===== src/rtl/yacc_pkg.sv =====
// Shared constants, FSM states and per-way metadata layout for the YACC tag controller.
// Pure declarations; no timing or flow-control behaviour of its own.
package yacc_pkg;

    localparam int TAG_W   = 21;
    localparam int SETS    = 8;
    localparam int WAYS    = 4;
    localparam int SUBBLK  = 4;
    localparam int LFU_W   = 4;
    localparam int STAT_W  = 16;

    localparam int IDX_W   = $clog2(SETS);
    localparam int WAY_W   = $clog2(WAYS);
    localparam int SB_W    = $clog2(SUBBLK);

    localparam int TAG_LSB = 11;
    localparam int IDX_LSB = 8;
    localparam int SB_LSB  = 6;

    typedef enum logic [2:0] {
        ST_IDLE,
        ST_LOOKUP,
        ST_FILL_REQ,
        ST_UPDATE,
        ST_RESP
    } state_t;

    typedef struct packed {
        logic [TAG_W-1:0]  tag;
        logic [SUBBLK-1:0] valid_mask;
        logic [LFU_W-1:0]  lfu;
        logic [WAY_W-1:0]  lru_age;
    } way_meta_t;

    function automatic logic [LFU_W-1:0] lfu_inc(input logic [LFU_W-1:0] v);
        return (&v) ? v : v + 1'b1;
    endfunction

    function automatic logic [STAT_W-1:0] stat_inc(input logic [STAT_W-1:0] v);
        return (&v) ? v : v + 1'b1;
    endfunction

endpackage


===== src/rtl/yacc_victim_sel.sv =====
// Combinational victim choice for one set: empty way first, else min LFU, then oldest, then lowest index.
// Zero latency, no flow control.
module yacc_victim_sel
    import yacc_pkg::*;
(
    input  way_meta_t [WAYS-1:0] meta,
    output logic [WAY_W-1:0]     victim_way,
    output logic                 victim_valid
);

    logic             found_empty;
    logic [WAY_W-1:0] empty_way;
    logic [WAY_W-1:0] best_way;

    always_comb begin
        found_empty = 1'b0;
        empty_way   = '0;
        // Descending scan so the lowest empty index is the one that sticks.
        for (int w = WAYS - 1; w >= 0; w--) begin
            if (meta[w].valid_mask == '0) begin
                found_empty = 1'b1;
                empty_way   = WAY_W'(w);
            end
        end

        // Strict comparisons keep the lower index on a complete tie.
        best_way = '0;
        for (int w = 1; w < WAYS; w++) begin
            if ((meta[w].lfu < meta[best_way].lfu) ||
                ((meta[w].lfu == meta[best_way].lfu) &&
                 (meta[w].lru_age > meta[best_way].lru_age))) begin
                best_way = WAY_W'(w);
            end
        end

        victim_way   = found_empty ? empty_way : best_way;
        victim_valid = !found_empty;
    end

endmodule


===== src/rtl/yacc_replacement_ctrl.sv =====
// Tag/metadata sequencer for the compressed YACC cache: hit in 2 cycles, miss 2 cycles after fill_ack.
// One access at a time; req_ready only in IDLE, fill request held until fill_ack, no response backpressure.
module yacc_replacement_ctrl
    import yacc_pkg::*;
(
    input  logic              clock,
    input  logic              reset,
    input  logic              req_valid,
    input  logic [31:0]       req_addr,
    output logic              req_ready,
    output logic              resp_valid,
    output logic              resp_hit,
    output logic [WAY_W-1:0]  resp_way,
    output logic              resp_evict,
    output logic              fill_req_valid,
    output logic [31:0]       fill_req_addr,
    input  logic              fill_ack,
    output logic [STAT_W-1:0] hit_count,
    output logic [STAT_W-1:0] miss_count
);

    localparam logic [31:0] FILL_MASK = ~32'h0000_003f;

    state_t state_q, state_d;

    logic [31:0]          addr_q;
    logic                 sbmiss_q;
    way_meta_t [WAYS-1:0] meta_q [SETS];

    logic [TAG_W-1:0]     acc_tag;
    logic [IDX_W-1:0]     acc_idx;
    logic [SB_W-1:0]      acc_sb;
    logic [SUBBLK-1:0]    sb_onehot;

    way_meta_t [WAYS-1:0] set_meta;
    way_meta_t [WAYS-1:0] set_new;

    logic                 match_any;
    logic [WAY_W-1:0]     match_way;
    logic                 lookup_hit;
    logic [WAY_W-1:0]     victim_way;
    logic                 victim_valid;
    logic [WAY_W-1:0]     acc_way;
    logic [WAY_W-1:0]     old_age;
    logic                 meta_wr;

    assign acc_tag       = addr_q[31:TAG_LSB];
    assign acc_idx       = addr_q[TAG_LSB-1:IDX_LSB];
    assign acc_sb        = addr_q[IDX_LSB-1:SB_LSB];
    assign sb_onehot     = SUBBLK'(1) << acc_sb;
    assign set_meta      = meta_q[acc_idx];
    assign fill_req_addr = addr_q & FILL_MASK;

    // A superblock with an empty mask holds no data, so its stale tag must not match.
    always_comb begin
        match_any = 1'b0;
        match_way = '0;
        for (int w = WAYS - 1; w >= 0; w--) begin
            if ((set_meta[w].valid_mask != '0) && (set_meta[w].tag == acc_tag)) begin
                match_any = 1'b1;
                match_way = WAY_W'(w);
            end
        end
        lookup_hit = match_any && set_meta[match_way].valid_mask[acc_sb];
    end

    yacc_victim_sel u_victim_sel (
        .meta         (set_meta),
        .victim_way   (victim_way),
        .victim_valid (victim_valid)
    );

    always_ff @(posedge clock) begin
        if (reset) state_q <= ST_IDLE;
        else       state_q <= state_d;
    end

    always_comb begin
        state_d        = state_q;
        req_ready      = 1'b0;
        resp_valid     = 1'b0;
        fill_req_valid = 1'b0;
        case (state_q)
            ST_IDLE: begin
                req_ready = 1'b1;
                if (req_valid) state_d = ST_LOOKUP;
            end
            ST_LOOKUP:   state_d = lookup_hit ? ST_RESP : ST_FILL_REQ;
            ST_FILL_REQ: begin
                fill_req_valid = 1'b1;
                if (fill_ack) state_d = ST_UPDATE;
            end
            ST_UPDATE:   state_d = ST_RESP;
            ST_RESP: begin
                resp_valid = 1'b1;
                state_d    = ST_IDLE;
            end
            default:     state_d = ST_IDLE;
        endcase
    end

    // resp_way doubles as the target way carried from LOOKUP into UPDATE.
    always_ff @(posedge clock) begin
        if (reset) begin
            addr_q     <= '0;
            sbmiss_q   <= 1'b0;
            resp_hit   <= 1'b0;
            resp_way   <= '0;
            resp_evict <= 1'b0;
            hit_count  <= '0;
            miss_count <= '0;
        end else begin
            case (state_q)
                ST_IDLE: if (req_valid) addr_q <= req_addr;
                ST_LOOKUP: begin
                    resp_hit <= lookup_hit;
                    sbmiss_q <= match_any;
                    if (lookup_hit) begin
                        resp_way   <= match_way;
                        resp_evict <= 1'b0;
                        hit_count  <= stat_inc(hit_count);
                    end else begin
                        resp_way   <= match_any ? match_way : victim_way;
                        resp_evict <= !match_any && victim_valid;
                        miss_count <= stat_inc(miss_count);
                    end
                end
                default: ;
            endcase
        end
    end

    assign acc_way = (state_q == ST_LOOKUP) ? match_way : resp_way;
    assign old_age = set_meta[acc_way].lru_age;
    assign meta_wr = ((state_q == ST_LOOKUP) && lookup_hit) || (state_q == ST_UPDATE);

    always_comb begin
        set_new = set_meta;
        for (int w = 0; w < WAYS; w++) begin
            if (WAY_W'(w) == acc_way)
                set_new[w].lru_age = '0;
            else if (set_meta[w].lru_age < old_age)
                set_new[w].lru_age = set_meta[w].lru_age + 1'b1;
        end
        if ((state_q == ST_UPDATE) && !sbmiss_q) begin
            set_new[acc_way].tag        = acc_tag;
            set_new[acc_way].valid_mask = sb_onehot;
            set_new[acc_way].lfu        = LFU_W'(1);
        end else begin
            set_new[acc_way].lfu = lfu_inc(set_meta[acc_way].lfu);
            if (state_q == ST_UPDATE)
                set_new[acc_way].valid_mask = set_meta[acc_way].valid_mask | sb_onehot;
        end
    end

    always_ff @(posedge clock) begin
        if (reset) begin
            for (int s = 0; s < SETS; s++) begin
                for (int w = 0; w < WAYS; w++) begin
                    meta_q[s][w].tag        <= '0;
                    meta_q[s][w].valid_mask <= '0;
                    meta_q[s][w].lfu        <= '0;
                    meta_q[s][w].lru_age    <= WAY_W'(w);
                end
            end
        end else if (meta_wr) begin
            meta_q[acc_idx] <= set_new;
        end
    end

endmodule


===== config.mk =====
export PLATFORM = sky130hd
export DESIGN_NAME = yacc_replacement_ctrl
export DESIGN_NICKNAME = d
export VERILOG_FILES = /design/src/rtl/yacc_pkg.sv /design/src/rtl/yacc_victim_sel.sv /design/src/rtl/yacc_replacement_ctrl.sv
export SDC_FILE = /design/constraint.sdc
export NUM_CORES = 2
export LEC_CHECK = 0
export ABC_AREA = 1
export CAP_MARGIN = 20
export CORE_MARGIN = 8
export CORE_UTILIZATION = 30
export DETAILED_ROUTE_END_ITERATION = 8
export GPL_ROUTABILITY_DRIVEN = 0
export HOLD_SLACK_MARGIN = 0.1
export PLACE_DENSITY_LB_ADDON = 0.1
export SYNTH_ARGS = -nofsm -noshare
export SYNTH_HDL_FRONTEND = slang
export SYNTH_SLANG_ARGS = --single-unit

===== constraint.sdc =====
create_clock -name clock -period 12.95 [get_ports clock]
set_input_delay 2.59 -clock clock [delete_from_list [all_inputs] [get_ports clock]]
set_output_delay 2.59 -clock clock [all_outputs]
set_load 0.02 [all_outputs]

## Word-level counts from Yosys, hierarchy flattened

Memory sizes are Yosys's and may differ from the RTL's. A register that Yosys moved wholly into a read port is not among the register bits.
Cells that the tools add are included.

| cells by class | value |
|---|---|
| reductions and logical operators | 37 |
| equality and inequality tests | 16 |
| add/subtract/negate cells | 7 |
| shift-type cells | 1 |
| muxes and demuxes | 73 |
| $lt $le $gt $ge | 16 |
| bitwise logic cells | 4 |

Operators with widths:

| cell | number |
|---|---|
| $bwmux 124 | 5 |
| $mux 124 | 3 |
| $bmux 31 s2 | 4 |
| $demux 31 s2 | 3 |
| $reduce_or 124->1 | 1 |
| $eq 21x21->1 | 4 |
| $mux 2 | 22 |
| $add 16x1->16 const B | 2 |
| $reduce_and 16->1 | 2 |
| $mux 31 | 1 |
| $mux 10 | 3 |
| $mux 1 | 20 |
| $mux 3 | 6 |
| $mux 6 | 3 |
| $logic_not 4->1 | 4 |
| $reduce_bool 4->1 | 4 |
| $eq 4x4->1 | 3 |
| $logic_and 1x1->1 | 12 |
| $lt 2x3->1 const B | 4 |
| $lt 4x4->1 | 3 |
| $pmux 3 s4 | 1 |
| $add 2x1->2 const B | 4 |
| $lt 2x2->1 | 4 |
| $eq 3x2->1 const B | 2 |
| 21 further kinds | 34 |

| word-level totals | value |
|---|---|
| RAM bits | 992 |
| input bits | 36 |
| register bits after elaboration | 72 |
| memories | 1 |

Memories:

| memory | depth | width | read ports | clocked after memory_dff | write ports | line | RTL |
|---|---|---|---|---|---|---|---|
| meta_q | 8 | 124 | 1 | 1 | 8 | yacc_replacement_ctrl.sv:28 | `way_meta_t [WAYS-1:0] meta_q [SETS];` |

## Longest topological paths before layout

| depth | value |
|---|---|
| depth after elaboration | 19 |
| mapped depth | 45 |
| gate-level depth less buffers | 35 |

## Cells and area by module

A second synthesis with hierarchy kept.

| second synthesis, totals | value |
|---|---|
| cell total of the unflattened synthesis | 6024 |
| area total of the unflattened synthesis | 54293.3 µm² |

By module, submodules not included:

| module | instances | area each (µm²) | cells each | seq. area each (µm²) |
|---|---|---|---|---|
| yacc_replacement_ctrl | 1 | 53542.6 | 5888 | 31169.9 |
| yacc_victim_sel | 1 | 750.7 | 136 | 0.0 |

## Worst setup path after synthesis

OpenSTA, ideal clock, no wires.

| path | value |
|---|---|
| path type | input to register |
| start | input port reset |
| end | memory meta_q[3][0] in the netlist's numbering (enable) |
| stages | 7 |
| slack | 6099 ps |
| setup time | 488 ps |
| arrival time | 6364 ps |
| cell sequence | clkbuf_1 inv_1 buf_2 nand3_4 buf_6 buf_2 nand2_1 |

RTL lines:

| item | line | RTL |
|---|---|---|
| start: declaration | yacc_replacement_ctrl.sv:7 | `input logic reset,` |
| end: declaration | yacc_replacement_ctrl.sv:28 |  |

==> key figures <==
Timing
  • Final critical-path setup slack: a little under 5 ns
  • Worst-Margin Slew: between 1 and 1.5 ns
  • Clock period minus final worst setup slack: approximately 8.1 ns
  • Worst slew margin relative to its limit: between 20% and 30%
  • Hold violation total from the final report: 0
  • Total negative slack: 0 ns
  • Worst-case clock skew: 0.0285 ns
  • Tcrit/Tclk final: 62.7%
  • Final-report max-slew violation count: 0
  • Highest Clock Rate: approximately 120 MHz
  • Setup repair after global routing missed its margin: false
  • Finish-stage setup viols: 0

Final layout
  • Area overhead of the layout relative to synthesis: 12.9%
  • Number of fill cells in the layout: about 18000
  • Nets: roughly 6000
  • Share of layout cells above drive strength 1: under 10%

Floorplan
  • Initial cell density of the core: between 30% and 40%
  • Width of the die: approximately 440 µm
  • Die Outline Area: roughly 190000 µm²
  • Number of top-level design ports: about 110
  • Core region area: approximately 180000 µm²
  • Height of the chip: ~440 µm
  • Site Rows: 155

Clocking
  • Number of levels in the clock H-tree: 4
  • Clock Sink Count: approximately 1100
  • Clock tree from TritonCTS: done
  • Register clock-pin slew on the reported worst setup and hold paths: around 0.060 ns
  • Buffer depth of the longest clock path: 3
  • # resized after CTS: 0
  • Clock latency at the later pin of the worst-skew pair: 0.79 ns
  • CTS buffer count: 132
  • Number of hold buffers added after cts: 0
  • Root Buffer Master: clkbuf_16
  • Number of setup buffers added after CTS: 0

Drt
  • Residual DRC: 0
  • Overall via count from detail_route: ~42000
  • Initial DRC count: between 3000 and 4000
  • Antenna-violating nets left: 0
  • Post-detailed-routing wire length: slightly below 200000 µm
  • Wirelength per Cell: 23.5 µm
  • Vias per cell: 5.00
  • Iteration count of the initial detailed-routing pass: 5

Placement
  • Number of port buffers: 94
  • Pre-CTS setup slack: 4.63 ns
  • Half-perimeter wire length after detailed placement: about 110000 µm

Synth
  • Mean cell area of the mapped netlist: 8.85 µm²
  • Count of flip-flops with a built-in enable after synthesis: 992
  • Share of the yosys chip area belonging to registers: about three fifths
  • Cell variety after synth: 51
  • Number of register bits inferred by synthesis: about 1100
  • Cells after Synth: 6040
  • Synthesized area: 53400 µm²
  • Post-synthesis async set-or-reset flop share: 0%
  • Flip-flop cell with the highest count after synthesis: edfxtp_1
  • Number of warning messages in the yosys log: 0

Pwr
  • Pwr dens: approximately 170 nW/µm²
  • Leakage power figure: 23.4 nW
  • Maximum vdd drop: roughly 0.00015 V

GRT
  • Maximum number of pins on one net before global-route repair: around 160
  • Total routing resource utilization after global routing: between 20% and 30%
  • Wire length of the first global-routing pass: 286000 µm
  • Antenna violations before repair: 2
  • Via count of the first global-routing pass: a little over 40000
  • Remaining Overflow, GRT: 0

Worst setup path
  • Slowest stage cell, crit path: nand2_4
  • Type of the setup path with the least slack: reg2reg
  • Crit-path max cell delay: between 0.9 and 1 ns
  • Element type at the critical path end: register
  • Cell with the most instances on the worst path: nand2_1
  • Delay-heaviest family, CP: simple AND/OR/NAND/NOR gates
  • Buffer and inverter count on the worst path: 3
  • Kind of start point of the critical path: register
  • WP data arrival: around 8.5 ns
  • Required time of the critical path: 13.34 ns
  • Largest fanout of any net on the critical path: 91

Min path
  • Class of the tightest hold or removal check: reg2reg

Flow run
  • Number of max-cap violations: 0

Run status
  • Result of the run: finished, final reports clean
==> synth_stat cells, types with 4 or more instances <==
cell type,n,share of area (%)
buf_1,39,0.27
o21ai_0,404,3.8
o211ai_1,18,0.25
o221ai_1,12,0.20
nand3_4,8,0.26
nand3b_1,9,0.13
nor3_1,24,0.22
inv_2,20,0.14
ha_1,25,0.59
nor2_2,5,0.059
nand2_1,1079,7.6
dfxtp_1,69,2.6
inv_1,356,2.5
edfxtp_1,992,56
buf_6,36,0.76
xnor2_1,5,0.082
clkbuf_1,102,0.72
nor4_1,14,0.16
or2_2,4,0.047
xor2_1,15,0.25
nand2_2,7,0.082
o21ai_2,45,0.74
o22ai_1,39,0.46
buf_4,21,0.30
nor2_4,8,0.17
nand4_1,33,0.39
nor2_1,1765,12
or2_1,14,0.16
a21oi_2,4,0.066
buf_2,177,1.7
a21oi_1,89,0.83
clkinv_1,4,0.028
o21ai_4,28,0.85
nand3_1,453,4.2
o21ai_1,94,0.88
==> path summary, 6_finish.rpt <==
path,start,endpoint,slack (ns),cells after the start
min reg2reg,miss_count[9]$_SDFFE_PP0P_,miss_count[9]$_SDFFE_PP0P_,0.51,2
max,register,meta_q[2][48]$_SDFFCE_PN0P_,4.82,27
min,miss_count[9]$_SDFFE_PP0P_,miss_count[9]$_SDFFE_PP0P_,0.51,2
max reg2reg,register,meta_q[2][48]$_SDFFCE_PN0P_,4.82,27
==> state kept, by name (all words and copies together) (netlist names), named ones only <==
signal,count
resp_way,2
addr_q,26
sbmiss_q,1
miss_count,16
state_q,3
meta_q,992
resp_evict,1
hit_count,16
resp_hit,1
==> report_power, final <==
group          switching, W  internal (W)
sequential        0.0000945       0.00387
clock               0.00152       0.00207
combinational       0.00190      0.000601
total               0.00351       0.00654
==> layout by cell type, fill, tap and decap left out, drive strengths merged <==
| cell | synthesis | final |
|---|---|---|
| clkbuf | 102 | 190 |
| conb | 1 | 6 |
| and2 | 1 | 1 |
| o221ai | 12 | 12 |
| o21ai | 571 | 571 |
| xnor2 | 5 | 5 |
| nand3 | 463 | 463 |
| buf | 273 | 76 |
| bufinv | 0 | 3 |
| clkinvlp | 0 | 2 |
| o22ai | 39 | 39 |
| inv | 377 | 384 |
| a2111oi | 1 | 1 |
| ha | 25 | 25 |
| edfxtp | 992 | 992 |
| dfxtp | 69 | 69 |
| nor2 | 1778 | 1778 |
| diode | 0 | 2 |
| a31oi | 3 | 3 |
| nor4 | 14 | 14 |
| or2 | 18 | 18 |
| nand4 | 34 | 34 |
| a22oi | 2 | 2 |
| or4 | 1 | 1 |
| a41oi | 2 | 2 |
| a21oi | 93 | 93 |
| o21a | 1 | 1 |
| nand3b | 9 | 9 |
| o22a | 1 | 1 |
| o211ai | 19 | 19 |
| o21bai | 1 | 1 |
| xor2 | 15 | 15 |
| nand2 | 1090 | 1090 |
| clkinv | 4 | 39 |
| nor3 | 24 | 24 |
| clkdlybuf4s50 | 0 | 94 |
==> cells by family after synthesis <==
group | count (synthesis) | share of synthesized area, %
other cells | 1 | 0.00702
simple gates | 3432 | 26.1
fa+ha+maj | 25 | 0.585
flops | 1061 | 58.3
buf+inv | 756 | 6.38
compound gates | 745 | 8.24
xor+xnor | 20 | 0.328
==> final cells by class <==
cell class                 instances  area (µm²)  share of cell area, %
antenna                            2        5.00                0.00830
clock buffer                     189        3740                   6.21
clock inverter                    47         369                  0.612
inverter                         381        1460                   2.42
multi-input combinational       4228       18900                   31.4
sequential                      1061       31200                   51.7
tap                             2355        2950                   4.89
timing repair buffer             171        1660                   2.75
==> routing by layer <==
metal | share of wire, % | track usage, % | routed length (µm) | vias up
met2 | 44 | 31.1 | 88100 | 1196
li1 | - | - | - | 19900
met4 | 4.0 | 7.89 | 7980 | 0
met3 | 5.7 | 3.63 | 11300 | 290
met1 | 46 | 27.8 | 90500 | 20800
met5 | 0 | 0 | 0 | -
==> through the flow <==
stage | hold slack (ns) | cells | power [W] | utilization (%) | area, µm²
final | 0.508 | 8434 | 0.0101 | 33.9 | 60300
after global routing | 0.533 | 8432 | 0.0105 | 33.9 | 60300
after CTS | 0.512 | 8430 | 0.0101 | 33.9 | 60300
after detailed placement | 0.503 | 8194 | 0.00654 | 31.6 | 56100
after global placement | 0.488 | 8194 | 0.00653 | 31.6 | 56100
after floorplan | 0.505 | 6045 | 0.00562 | - | 53400
==> worst min-delay path, cell delays in order, from the launching register on <==
cell	delay [ns]
dfxtp_1	0.33
nand2_1	0.07
a21oi_1	0.05
No activity file was read; power rests on OpenSTA's default activity.
